$ cat config.mk
export PLATFORM = sky130hd
export DESIGN_NAME = led_scheduler
export DESIGN_NICKNAME = d
export VERILOG_FILES = /design/src/rtl/led_scheduler.sv
export SDC_FILE = /design/constraint.sdc
export NUM_CORES = 1
export LEC_CHECK = 0
export CAP_MARGIN = 40
export CORE_UTILIZATION = 53
export DETAILED_ROUTE_END_ITERATION = 7
export PLACE_DENSITY = 0.85
export SLEW_MARGIN = 20
export SYNTH_ARGS = -nofsm -noshare
export SYNTH_HDL_FRONTEND = slang
export SYNTH_SLANG_ARGS = --single-unit
export TNS_END_PERCENT = 10
$ cat constraint.sdc
create_clock -name clk -period 2.6 [get_ports clk]
set_input_delay 0.26 -clock clk [delete_from_list [all_inputs] [get_ports clk]]
set_output_delay 0.26 -clock clk [all_outputs]
set_load 0.005 [all_outputs]
$ cat src/rtl/led_scheduler.sv
// Shares a 10-LED bank between game-over blink, hit flash and lives display
// by fixed priority (OVER > FLASH > SCORE); outputs are registered.
module led_scheduler #(
   parameter int unsigned HALF_PERIOD = 12500000,
   parameter int unsigned FLASH_LEN   = 25000000
) (
   input  logic       clk,
   input  logic       rst_n,
   input  logic       over,
   input  logic       hit,
   input  logic [3:0] lives,
   output logic [9:0] ledr,
   output logic [1:0] mode
);

   typedef enum logic [1:0] {
      SCORE = 2'b00,
      FLASH = 2'b01,
      OVER  = 2'b10
   } state_t;

   localparam logic [31:0] FLASH_LAST    = 32'(FLASH_LEN - 1);
   localparam logic [31:0] OVER_LAST     = 32'(2 * HALF_PERIOD - 1);
   localparam logic [31:0] HALF          = 32'(HALF_PERIOD);
   localparam logic [9:0]  FLASH_PATTERN = 10'b1010101010;
   localparam logic [9:0]  ALL_ON        = 10'h3FF;

   state_t      state;
   logic [31:0] cnt;

   // Lives 10..15 saturate to a full bar because every bit compares true.
   function automatic logic [9:0] thermo(input logic [3:0] n);
      logic [9:0] t;
      for (int i = 0; i < 10; i++) t[i] = (n > 4'(i));
      return t;
   endfunction

   // The state register is itself the registered mode output.
   assign mode = state;

   // NOTE: all state lives in one clocked block with non-blocking assignments,
   // so ledr is computed from the next cnt rather than read back from cnt.
   always_ff @(posedge clk or negedge rst_n) begin
      if (!rst_n) begin
         state <= SCORE;
         cnt   <= '0;
         ledr  <= '0;
      end else if (over) begin
         state <= OVER;
         if (state != OVER || cnt == OVER_LAST) begin
            cnt  <= '0;
            ledr <= '0;
         end else begin
            cnt  <= cnt + 32'd1;
            ledr <= (cnt + 32'd1 >= HALF) ? ALL_ON : '0;
         end
      end else begin
         case (state)
            OVER: begin
               state <= SCORE;
               cnt   <= '0;
               ledr  <= thermo(lives);
            end
            FLASH: begin
               if (hit) begin
                  cnt  <= '0;
                  ledr <= FLASH_PATTERN;
               end else if (cnt == FLASH_LAST) begin
                  state <= SCORE;
                  cnt   <= '0;
                  ledr  <= thermo(lives);
               end else begin
                  cnt  <= cnt + 32'd1;
                  ledr <= FLASH_PATTERN;
               end
            end
            default: begin
               cnt <= '0;
               if (hit) begin
                  state <= FLASH;
                  ledr  <= FLASH_PATTERN;
               end else begin
                  state <= SCORE;
                  ledr  <= thermo(lives);
               end
            end
         endcase
      end
   end

endmodule

==> flow_summary.yaml <==
critical_path:
  worst-endpoint-required_ns: 2.78
  cp.arrival_ns: 2.63
  worstSetupPathType: "reg -> reg"
  worst_setup_path_end_kind: "register"
  crit_chain: "and4_1 > nand4_1 > nor4b_2 > and3_1 > o22ai_2 > o2111ai_4 > buf_12 > nand3_1"
  critPathMaxFanout: 9
  max_stage_delay_ns: 0.45
  startpoint_type: "register"
  ff2ff_path_depth: 8
  crit_slowest_cell: "dfrtp_1"
status:
  status: "completed"
clocking:
  cts-root-buf: "clkbuf_8"
  cts_max_level: 2
  tritoncts: "done"
  cts_buffer_depth: 2
  cts_sinks: 44
  path_clk_slew_ns: 0.09
  clk_latency_ns: 0.31
  cts_buffers: 5
yosys:
  yosysWarnings: 0
  syn_area_um2: 2650
  synthTopCellsByArea: "dfrtp_1, nor2_1, xnor2_1, xor2_1, nand3_1"
  netlist_instances: 291
  ys_seq_area_frac: 0.415
  synth_nets: 303
  yosys_most_used_dff: "dfrtp_1"
  ys_async_sr_fraction: 1.00
  synth_seq_cells: 44
  avgSynthCellArea_um2: 9.11
  yosysTopAreaCell: "dfrtp_1"
  synth_cell_types: 51
  synth_edf_count: 0
  netlist.area_leader.share: 0.415
die:
  die_y_um: 72.7
  start_util: 0.558
  core-area_um2: 4750
  die_w_um: 72.7
  pin_count: 20
  placementRows: 25
  die_area_um2: 5290
routing:
  via_per_inst: 5.79
  dr.pass1.iters: 4
  drt_iter0_markers: 138
  wl_per_cell_um: 14.5
  ant_nets: 0
  drt-total-wl_um: 5470
  route.detailed.drc: 0
  route.vias.total: 2184
sta:
  fmax_mhz: 407
  tightest_slew_ns: 0.506
  period_needed_ns: 2.45
  skew_ns: 0.0101
  finalSetupTns_ns: 0
  rsz0062_at_grt: "no"
  setup_violations: 0
  slew_violations: 0
  final-hold-violation-count: 0
  min_period_over_period: 0.944
  maxSlewHeadroom: 0.662
layout:
  n_fill_cell: 393
  area.growth.synth_to_final_pct: 16.0
  multi_input_area_um2: 1470
  layout-drive-gt1-share: 0.106
  regArea_um2: 1100
  diodes: 0
  final_nets: 321
placement:
  numPortBuffers: 19
  hpwl_um: 3800
  gp_congestion: 0.861
flow_run:
  maxCapViolations: 0
power:
  ir_drop_uv: 275
  p_per_area_nw_per_um2: 445
  p_leak_uw: 0.00125
  total_power_uw: 1370
worst_hold_path:
  hold_class: "in -> async"
global_route:
  grt_pass1_vias: 1989
  grt_pass1_wl_um: 8970
  grt_max_degree: 30
  antenna_found_initial: 0
  grt_usage: 0.221
  overflow: 0
## critical path: cells and delay by family, from the launching register on
family,cells,cell delay (ns)
compound gates,2,0.36
buf+inv,1,0.15
flops,1,0.45
simple gates,5,1.37
## per-layer routing
metal  vias to the layer above  track usage  share of wire
li1                       1065            -              -
met1                      1039        0.288           0.45
met2                        70        0.366           0.48
met3                        10       0.0428          0.050
met4                         0       0.0806          0.017
met5                         -            0              0
## final timing paths
kind	slack (ns)	start	to
worst min-delay path	0.45	rst_n	cnt[30]
worst max-delay path	0.15	cnt[2]	ledr[3]
worst min register to register	0.51	cnt[0]	cnt[0]
max in group asynchronous	1.65	rst_n	ledr[3]
min in group clk	0.51	cnt[0]	cnt[0]
worst max register to register	0.15	cnt[2]	ledr[3]
## layout make-up
cell class	instances	share of cell area
tap	67	0.0273
clock buffer	6	0.0236
timing repair buffer	27	0.0952
sequential	44	0.359
clock inverter	2	0.0114
multi-input combinational	226	0.478
inverter	5	0.00610
## power by group
group	switching, uW	internal (uW)	leakage [uW]	total (uW)
sequential	10.5	701	0.000600	712
clock	234	285	0.0000552	519
combinational	70.8	67.3	0.000599	138
total	315	1050	0.00125	1370
## logic make-up (layout without fill, tap and decap cells)
logic type	count (synthesis)	after routing	synth area share
adder cells (fa/ha/maj)	4	4	0.0189
buffers and inverters	21	40	0.0373
AND/OR/NAND/NOR	152	152	0.311
multiplexers	2	2	0.00849
XOR/XNOR	33	33	0.109
AO/OA/AOI/OAI	35	35	0.0996
flip-flops	44	44	0.415
## stage by stage
stage	cell area [um2]	worst slack (ns)	util	cells	hold slack (ns)
floorplan	2650	0.179	-	291	-0.0356
global placement	2880	0.247	0.605	364	0.453
detailed placement	2900	0.152	0.611	365	0.258
CTS	3020	0.157	0.635	374	0.468
global route	3080	0.0304	0.647	377	0.497
finish	3080	0.145	0.647	377	0.452
## registers in the layout, summed over array words and instances (netlist names)
name and count:
cnt 32, ledr 10, mode 2
## repair_timing
action	CTS	global route
hold endpoints to repair	20	0
endpoints found under the setup margin	0	10
buffers inserted	0	3
hold buffers	1	0
resized for setup	0	6
## synthesized netlist by cell type (2+ instances only)
cell	n
a21oi_1	5
and2_1	3
and3_1	14
and4_1	3
buf_2	5
clkbuf_1	7
clkbuf_2	2
dfrtp_1	44
ha_1	4
inv_1	5
mux2_2	2
nand2_1	17
nand2b_1	3
nand3_1	22
nand4_1	13
nor2_1	43
nor2b_1	5
nor3_1	11
nor3b_1	2
o2111ai_1	2
o211ai_1	2
o21ai_0	7
o21ai_1	4
o21bai_1	2
o311ai_1	3
or3_1	4
or4_1	2
xnor2_1	18
xor2_1	15
## cell usage in the layout, fill, tap and decap left out, drive strengths merged, types with 6 or more instances in the layout
cell,Yosys,routed
o21ai,11,11
clkdlybuf4s50,0,18
dfrtp,44,44
nand2,17,17
nor3,11,11
a21oi,6,6
buf,7,8
xor2,15,15
nor2,43,43
nand4,13,13
nand3,24,24
xnor2,18,18
and3,14,14
clkbuf,9,6
No activity file was read; power rests on OpenSTA's default activity.
